### src/rtl/dual_fetch_buffer.sv
// Dual-issue fetch buffer: issues 64-bit fetches and queues (PC, instr) pairs in order.
// The FETCH_PERF_EN macro adds the starve_cnt_o stall counter.

module dual_fetch_slot (
  input  logic        vld_i,
  input  logic [31:0] pc_i,
  input  logic [31:0] instr_i,
  output logic [31:0] pc_o,
  output logic [31:0] instr_o,
  output logic [31:0] pcp4_o
);
  assign pc_o    = vld_i ? pc_i : '0;
  assign instr_o = vld_i ? instr_i : '0;
  assign pcp4_o  = vld_i ? pc_i + 32'd4 : '0;
endmodule

module dual_fetch_buffer #(
  parameter int unsigned DEPTH    = 8,
  parameter logic [31:0] RESET_PC = 32'h0
) (
  input  logic        clk,
  input  logic        rst_n,
  input  logic        redirect_i,
  input  logic [31:0] redirect_pc_i,
  output logic        imem_req_valid_o,
  input  logic        imem_req_ready_i,
  output logic [31:0] imem_req_addr_o,
  input  logic        imem_rsp_valid_i,
  input  logic [63:0] imem_rsp_data_i,
  input  logic [1:0]  deq_i,
`ifdef FETCH_PERF_EN
  output logic [31:0] starve_cnt_o,
`endif
  output logic        valid1_o,
  output logic        valid2_o,
  output logic [31:0] PCF1,
  output logic [31:0] InstrF1,
  output logic [31:0] PCPlus4F1,
  output logic [31:0] PCF2,
  output logic [31:0] InstrF2,
  output logic [31:0] PCPlus4F2
);
  localparam int AW        = $clog2(DEPTH);
  localparam int NUM_LANES = 2;
  localparam logic [AW:0] DEPTH_C = (AW+1)'(DEPTH);

  typedef enum logic [1:0] {IDLE, REQ, WAIT} state_e;

  state_e                      state_q;
  logic [31:0]                 fetch_pc_q, req_addr_q;
  logic                        req_valid_q, stale_q;
  logic [AW:0]                 count_q, count_d, free, deq_ext, deq_eff;
  logic [AW-1:0]               rd_ptr_q, rd_ptr_d, wr_ptr_q, wr_ptr_d;
  logic [DEPTH-1:0][31:0]      pc_mem_q, ins_mem_q;
  logic                        wr_en;
  logic [NUM_LANES-1:0]        slot_vld;
  logic [NUM_LANES-1:0][31:0]  slot_pc, slot_ins, slot_pcp4;

  assign free    = DEPTH_C - count_q;
  assign deq_ext = {{(AW-1){1'b0}}, deq_i};
  // A response raced by a redirect in the same cycle is dropped, like a stale one.
  assign wr_en   = (state_q == WAIT) && imem_rsp_valid_i && !stale_q && !redirect_i;

  always_comb begin
    deq_eff  = '0;
    count_d  = '0;
    rd_ptr_d = wr_ptr_q;
    wr_ptr_d = wr_ptr_q + (wr_en ? AW'(2) : AW'(0));
    if (!redirect_i) begin
      deq_eff  = (deq_ext > count_q) ? count_q : deq_ext;
      count_d  = count_q + (wr_en ? (AW+1)'(2) : (AW+1)'(0)) - deq_eff;
      rd_ptr_d = rd_ptr_q + AW'(deq_eff);
    end
  end

  always_ff @(posedge clk or negedge rst_n) begin
    if (!rst_n) begin
      state_q     <= IDLE;
      fetch_pc_q  <= RESET_PC;
      req_addr_q  <= '0;
      req_valid_q <= 1'b0;
      stale_q     <= 1'b0;
      count_q     <= '0;
      rd_ptr_q    <= '0;
      wr_ptr_q    <= '0;
    end else begin
      count_q  <= count_d;
      rd_ptr_q <= rd_ptr_d;
      wr_ptr_q <= wr_ptr_d;
      if (redirect_i) fetch_pc_q <= redirect_pc_i & ~32'h3;
      unique case (state_q)
        IDLE: if (!redirect_i && free >= (AW+1)'(2)) begin
          state_q     <= REQ;
          req_valid_q <= 1'b1;
          req_addr_q  <= fetch_pc_q;
        end
        REQ: begin
          // The request stays up across a redirect; its response is marked stale.
          if (redirect_i) stale_q <= 1'b1;
          if (imem_req_ready_i) begin
            state_q     <= WAIT;
            req_valid_q <= 1'b0;
            if (!redirect_i) fetch_pc_q <= fetch_pc_q + 32'd8;
          end
        end
        WAIT: begin
          if (imem_rsp_valid_i) begin
            state_q <= IDLE;
            stale_q <= 1'b0;
          end else if (redirect_i) begin
            stale_q <= 1'b1;
          end
        end
        default: state_q <= IDLE;
      endcase
    end
  end

  always_ff @(posedge clk) begin
    if (wr_en) begin
      pc_mem_q[wr_ptr_q]           <= req_addr_q;
      ins_mem_q[wr_ptr_q]          <= imem_rsp_data_i[31:0];
      pc_mem_q[wr_ptr_q + AW'(1)]  <= req_addr_q + 32'd4;
      ins_mem_q[wr_ptr_q + AW'(1)] <= imem_rsp_data_i[63:32];
    end
  end

`ifndef SYNTHESIS
  always_ff @(posedge clk) begin
    if (rst_n && !redirect_i) assert (deq_ext <= count_q);
  end
`endif

  for (genvar l = 0; l < NUM_LANES; l++) begin : g_lane
    logic [AW-1:0] idx;
    assign idx         = rd_ptr_q + AW'(l);
    assign slot_vld[l] = (count_q > (AW+1)'(l));
    dual_fetch_slot u_slot (
      .vld_i  (slot_vld[l]),
      .pc_i   (pc_mem_q[idx]),
      .instr_i(ins_mem_q[idx]),
      .pc_o   (slot_pc[l]),
      .instr_o(slot_ins[l]),
      .pcp4_o (slot_pcp4[l])
    );
  end

  assign imem_req_valid_o = req_valid_q;
  assign imem_req_addr_o  = req_addr_q;
  assign valid1_o  = slot_vld[0];
  assign valid2_o  = slot_vld[1];
  assign PCF1      = slot_pc[0];
  assign InstrF1   = slot_ins[0];
  assign PCPlus4F1 = slot_pcp4[0];
  assign PCF2      = slot_pc[1];
  assign InstrF2   = slot_ins[1];
  assign PCPlus4F2 = slot_pcp4[1];

`ifdef FETCH_PERF_EN
  logic [31:0] starve_q;
  always_ff @(posedge clk or negedge rst_n) begin
    if (!rst_n) starve_q <= '0;
    else if (!slot_vld[0] && starve_q != 32'hFFFF_FFFF) starve_q <= starve_q + 32'd1;
  end
  assign starve_cnt_o = starve_q;
`endif
endmodule

### config.mk
export PLATFORM = sky130hd
export DESIGN_NAME = dual_fetch_buffer
export DESIGN_NICKNAME = d
export VERILOG_FILES = /design/src/rtl/dual_fetch_buffer.sv
export SDC_FILE = /design/constraint.sdc
export NUM_CORES = 1
export LEC_CHECK = 0
export BUFFER_PORTS_ARGS = -buffer_cell sky130_fd_sc_hd__buf_4
export CORE_MARGIN = 2
export CORE_UTILIZATION = 41
export CTS_CLUSTER_DIAMETER = 150
export DETAILED_ROUTE_END_ITERATION = 8
export GPL_TIMING_DRIVEN = 1
export SYNTH_ARGS = -nofsm -noshare
export SYNTH_HDL_FRONTEND = slang
export SYNTH_SLANG_ARGS = --single-unit
### constraint.sdc
create_clock -name clk -period 6.5 [get_ports clk]
set_input_delay 0 -clock clk [delete_from_list [all_inputs] [get_ports clk]]
set_output_delay 0 -clock clk [all_outputs]
set_load 0.1 [all_outputs]
==> results of run 1 <==
[per-layer routing]
layer,track usage,vias up,wire length (um)
met5,0,-,26
met4,0.0710,4,2320
met3,0.0482,141,6740
met2,0.391,749,44900
met1,0.301,10800,36500
li1,-,9098,-
[final cells by class]
class,instances,area (sq um)
clock inverters,40,445
fillers,6318,37100
diodes,6,15.0
inverters,26,97.6
flip-flops and latches,589,17300
well taps,969,1210
clock buffers,73,1600
multi-input cells,1423,12800
repair buffers,469,3880
[critical path, stage by stage (launching register included)]
cell      delay (ps)
dfrtp_4          660
ha_4             880
buf_12           540
mux2i_1          170
mux4_2           540
a211oi_1         370
nand3_1          730
o41ai_1          680
buf_4            370
[flip-flops by register name, summed over array words and instances, names as in the netlist]
| register | count |
|---|---|
| count_q | 4 |
| fetch_pc_q | 32 |
| imem_req_addr_o | 32 |
| imem_req_valid_o | 1 |
| ins_mem_q | 256 |
| pc_mem_q | 256 |
| rd_ptr_q | 3 |
| stale_q | 1 |
| state_q | 2 |
| wr_ptr_q | 2 |
[synth_stat cells (10+ instances only)]
cell      count  area share
a21oi_1      53      0.0086
and2_1      121       0.025
and3_1       42      0.0085
buf_1        16      0.0019
buf_2        32      0.0052
buf_4        14      0.0034
clkbuf_1     80      0.0097
dfrtp_1      77       0.062
edfxtp_1    512        0.50
ha_1         21      0.0085
inv_1        24      0.0029
mux2_2       45       0.016
mux2i_1     152       0.049
mux4_2      230        0.17
nand2_1     163       0.020
nand3_1      41      0.0066
nand4_1      16      0.0032
nor2_1      284       0.035
nor2b_1      14      0.0028
nor3_1       19      0.0031
nor3b_1      10      0.0024
nor4_1       15      0.0030
o21ai_0      30      0.0049
xnor2_1      37       0.010
xor2_1       48       0.014
[stage by stage]
step	setup WS [ps]	utilization
6_report	832	0.502
5_1_grt	557	0.502
4_1_cts	814	0.502
3_5_place_dp	1490	0.460
3_3_place_gp	1650	0.460
2_1_floorplan	308	-
[path summary, 6_finish.rpt]
kind / from / to / slack, ps / depth (start not counted)
max: rd_ptr_q[0] / PCPlus4F2[31] / 830 / 8
min: redirect_i / fetch_pc_q[15] / 50 / 4
max reg2reg: wr_ptr_q[2] / pc_mem_q[33] / 3130 / 4
min reg2reg: fetch_pc_q[30] / fetch_pc_q[30] / 480 / 1
max in group asynchronous: rst_n / imem_req_addr_o[20] / 5390 / 3
min in group asynchronous: rst_n / imem_req_addr_o[10] / 90 / 3
[kinds of logic (layout without fill, tap and decap cells)]
| group | after synthesis | in the layout | synth area share |
|---|---|---|---|
| multiplexers | 430 | 430 | 0.236 |
| buffers and inverters | 179 | 608 | 0.0283 |
| AND/OR/NAND/NOR | 763 | 763 | 0.118 |
| other | 0 | 6 | 0 |
| adder cells (fa/ha/maj) | 23 | 23 | 0.00981 |
| XOR/XNOR | 85 | 85 | 0.0241 |
| flip-flops | 589 | 589 | 0.560 |
| AO/OA/AOI/OAI | 122 | 122 | 0.0235 |
==> run metrics, run 1 <==
total gr overflow 0; layout cells sized above 1 0.291; vias in the first global route 21,500; postcts setup bufs 0; RSZ-0062 raised after global routing false; Synth warnings 0; DRC Markers 0; number of DRC markers in iteration 0 1,799; Nets 2,696; Synth Flop Type edfxtp_1; first-pass GRT wire length 135 mm; Fmax 176 MHz; Buffers on Ports 327; Area Growth Syn to Fin 21.0%; Synth async-reset ratio 0.131; Min Hold Slack 47.0 ps; placed instance area 34,200 sq um; placed insts 3,367; worst-path fanout max 89; Max Cap Viol 0; post-route cell area 37,400 sq um; Synth Instances 2,191; Tcrit/Tclk final 0.872; clk slew on worst S/H paths 60 ps; CTS tree built; die area 77,500 sq um; critical path capture point type primary output; largest net degree at the start of global routing 146; min Tclk post-route 5670 ps; clk_skew 42.5 ps; GPL Wtd Cong 0.825; Antenna Violating Nets Remaining 0; Max Slew Vio Count 0; Setup Crit Path Kind reg2out; placeable core area 74,400 sq um; count of final hold-check violations 0; H-tree depth 2; starting density of the core 0.415; I/O pins 330; worst-skew pair later-pin latency 660 ps; Clock Path Buffers 3; Synth Cell Area 30,900 sq um; worst-margin pin slew 1120 ps; slew margin rel. 0.252; Vert. Die Dim 278 um; status finished, final reports clean; total number of vias 20,800; TritonRoute pass-1 iters 8; Vias/cell 5.77; FP Rows 100; Post-synth EDFFs 512; DRT Wirelength 90.5 mm; startpoint types flop; most frequent cells in the layout edfxtp_1 (512), buf_4 (353), nor2_1 (278); setup TNS 0 ps; DIE WIDTH 278 um; HP Class in2reg; hold buffer count at CTS 109; syn_area_per_cell 14.1 sq um; hpwl dp 56.3 mm; worst endpoint required time 6500 ps; Post-CTS Resized 0; clock sinks 589; CTS buffer count 61; commonest non-fill, non-tap cell in the layout edfxtp_1; detail-routed net length per standard cell 25.2 um; post-synthesis sequential area ratio 0.560; Finished Layout Cells 3,595; root buffer cell clkbuf_16; synth unique cells 59; CP arrival 5670 ps; post-synth net total 2,317; Synth Register Bits 589; initial antenna violation count 6; final setup violating endpoints 0; Total GRT Usage 0.232
Power of run 1 is left out: the tool's default activity adds up to more than one toggle a clock period on the data nets, which glitch-free logic cannot reach.
==> run 2, diff against run 1 <==
Settings changed: CORE_ASPECT_RATIO set to 1.75.
==> run metrics, run 2 (same netlist as run 1, synthesis figures left out) <==
status finished, final reports clean; HP Class in2reg; Buffers on Ports 327 (unchanged); root buffer cell clkbuf_16; Fmax 167 MHz (-5.6%); CTS tree built; hpwl dp 60.7 mm (+7.9%); placed insts 3,354 (-0.39%); commonest non-fill, non-tap cell in the layout edfxtp_1; met1 Use GR 0.293 (-0.00850); Area Growth Syn to Fin 21.1% (about the same); final setup violating endpoints 0 (unchanged); largest net degree at the start of global routing 143 (-2.1%); reg2reg setup slack 2780 ps (-350 ps); startpoint types flop; Clock Path Buffers 3 (unchanged); setup TNS 0 ps (unchanged); placed instance area 34,200 sq um (about the same); post-route cell area 37,400 sq um (about the same); Max Slew Vio Count 0 (unchanged); Total GRT Usage 0.243 (+0.0111); Nets 2,723 (+1.0%); vias in the first global route 22,300 (+3.5%); DRT Wirelength 94.3 mm (+4.2%); Vert. Die Dim 367 um (+32%); Max Cap Viol 0 (unchanged); placeable core area 74,900 sq um (+0.59%); CP arrival 6000 ps (+330 ps); die area 77,600 sq um (+0.11%); total number of vias 21,000 (+0.97%); clk_skew 22.5 ps (-20.0 ps); Min Hold Slack 82.6 ps (+35.7 ps); Diodes inserted 0 (-6); CTS buffer count 57 (-6.6%); TritonRoute pass-1 iters 5 (-3); Antenna Violating Nets Remaining 0 (unchanged); met3 Track Usage GR 0.0375 (-0.0107); I/O pins 330 (unchanged); most frequent cells in the layout edfxtp_1 (512), buf_4 (368), nor2_1 (278); Top Usage Layer GRT met2; count of final hold-check violations 0 (unchanged); slew margin rel. 0.171 (-0.0805); worst-skew pair later-pin latency 630 ps (-30 ps); Tcrit/Tclk final 0.923 (+0.0512); Setup Crit Path Kind reg2out; layout cells sized above 1 0.287 (-0.00426); clock sinks 589 (unchanged); Layout fillers 6,456 (+2.2%); worst-margin pin slew 1230 ps (+108 ps); starting density of the core 0.412 (-0.00243); initial antenna violation count 5 (-1); H-tree depth 2 (unchanged); detail-routed net length per standard cell 26.3 um (+4.3%); RSZ-0062 raised after global routing false; top flop regs ins_mem_q (256), pc_mem_q (256); DIE WIDTH 211 um (-24%); clk slew on worst S/H paths 60 ps (about the same); DRC Markers 0 (unchanged); GPL Wtd Cong 0.860 (+4.3%); first-pass GRT wire length 139 mm (+2.8%); FP Rows 133 (+33%); number of DRC markers in iteration 0 1,535 (-15%); Vias/cell 5.84 (+1.1%); GRT met2 Usage 0.437 (+0.0465); critical path capture point type primary output; Finished Layout Cells 3,590 (-0.14%); worst-path fanout max 142 (+60%); min Tclk post-route 6000 ps (+333 ps); total gr overflow 0 (unchanged); worst endpoint required time 6500 ps (about the same)
[run 2: changes by cell type in the layout (fill, tap and decap cells not counted), sizes merged, moves of 6 or more]
cell	before	now
clkinvlp	7	1
dlygate4sd3	109	128
buf	360	372
diode	6	0
[run 2: final cells by class]
type                    instances  area (sq um)  area share
repair buffers                500          4120       0.110
multi-input cells            1423         12800       0.343
well taps                     945          1180      0.0316
flip-flops and latches        589         17300       0.463
inverters                      26          97.6     0.00261
clock buffers                  77          1610      0.0432
clock inverters                30           241     0.00646
[run 2: what timing repair did]
item / 4_1_cts / 5_1_grt
hold endpoints to repair: 370 / 0
setup buffers: 0 / 0
endpoints found under the setup margin: 2 / 0
hold buffers: 129 / 0
resized for setup: 1 / 0
[run 2: path summary, 6_finish.rpt]
check / start / end / depth (start not counted)
max: rd_ptr_q[0] / PCPlus4F1[28] / 13
min: redirect_i / fetch_pc_q[21] / 4
max reg2reg: wr_ptr_q[2] / ins_mem_q[135] / 5
min reg2reg: fetch_pc_q[30] / fetch_pc_q[30] / 1
max in group asynchronous: rst_n / rd_ptr_q[2] / 4
min in group asynchronous: rst_n / fetch_pc_q[30] / 4
[run 2: per-layer routing]
layer  part of all wire  wire length (um)  up-vias
met3              0.057              5390      182
li1                   -                 -     9138
met4              0.035              3300       10
met1               0.38             36200    10800
met2               0.52             49400      794
met5            0.00072                68        -
[run 2: through the flow]
stage          setup WS, ps  utilization
2_1_floorplan           308            -
3_3_place_gp            690        0.457
3_5_place_dp            700        0.457
4_1_cts                 234        0.499
5_1_grt                 126        0.499
6_report                498        0.499
[run 2: worst max-delay path, cell delays in order (launching register included)]
cell,delay [ps]
dfrtp_4,770
buf_12,650
mux4_2,360
nand2_1,70
nand2_1,230
ha_1,270
inv_1,90
a2111oi_1,740
buf_4,240
or3b_2,620
or3_1,530
o31ai_1,300
o41ai_2,130
buf_4,280
Power of run 2 is left out for the same reason.
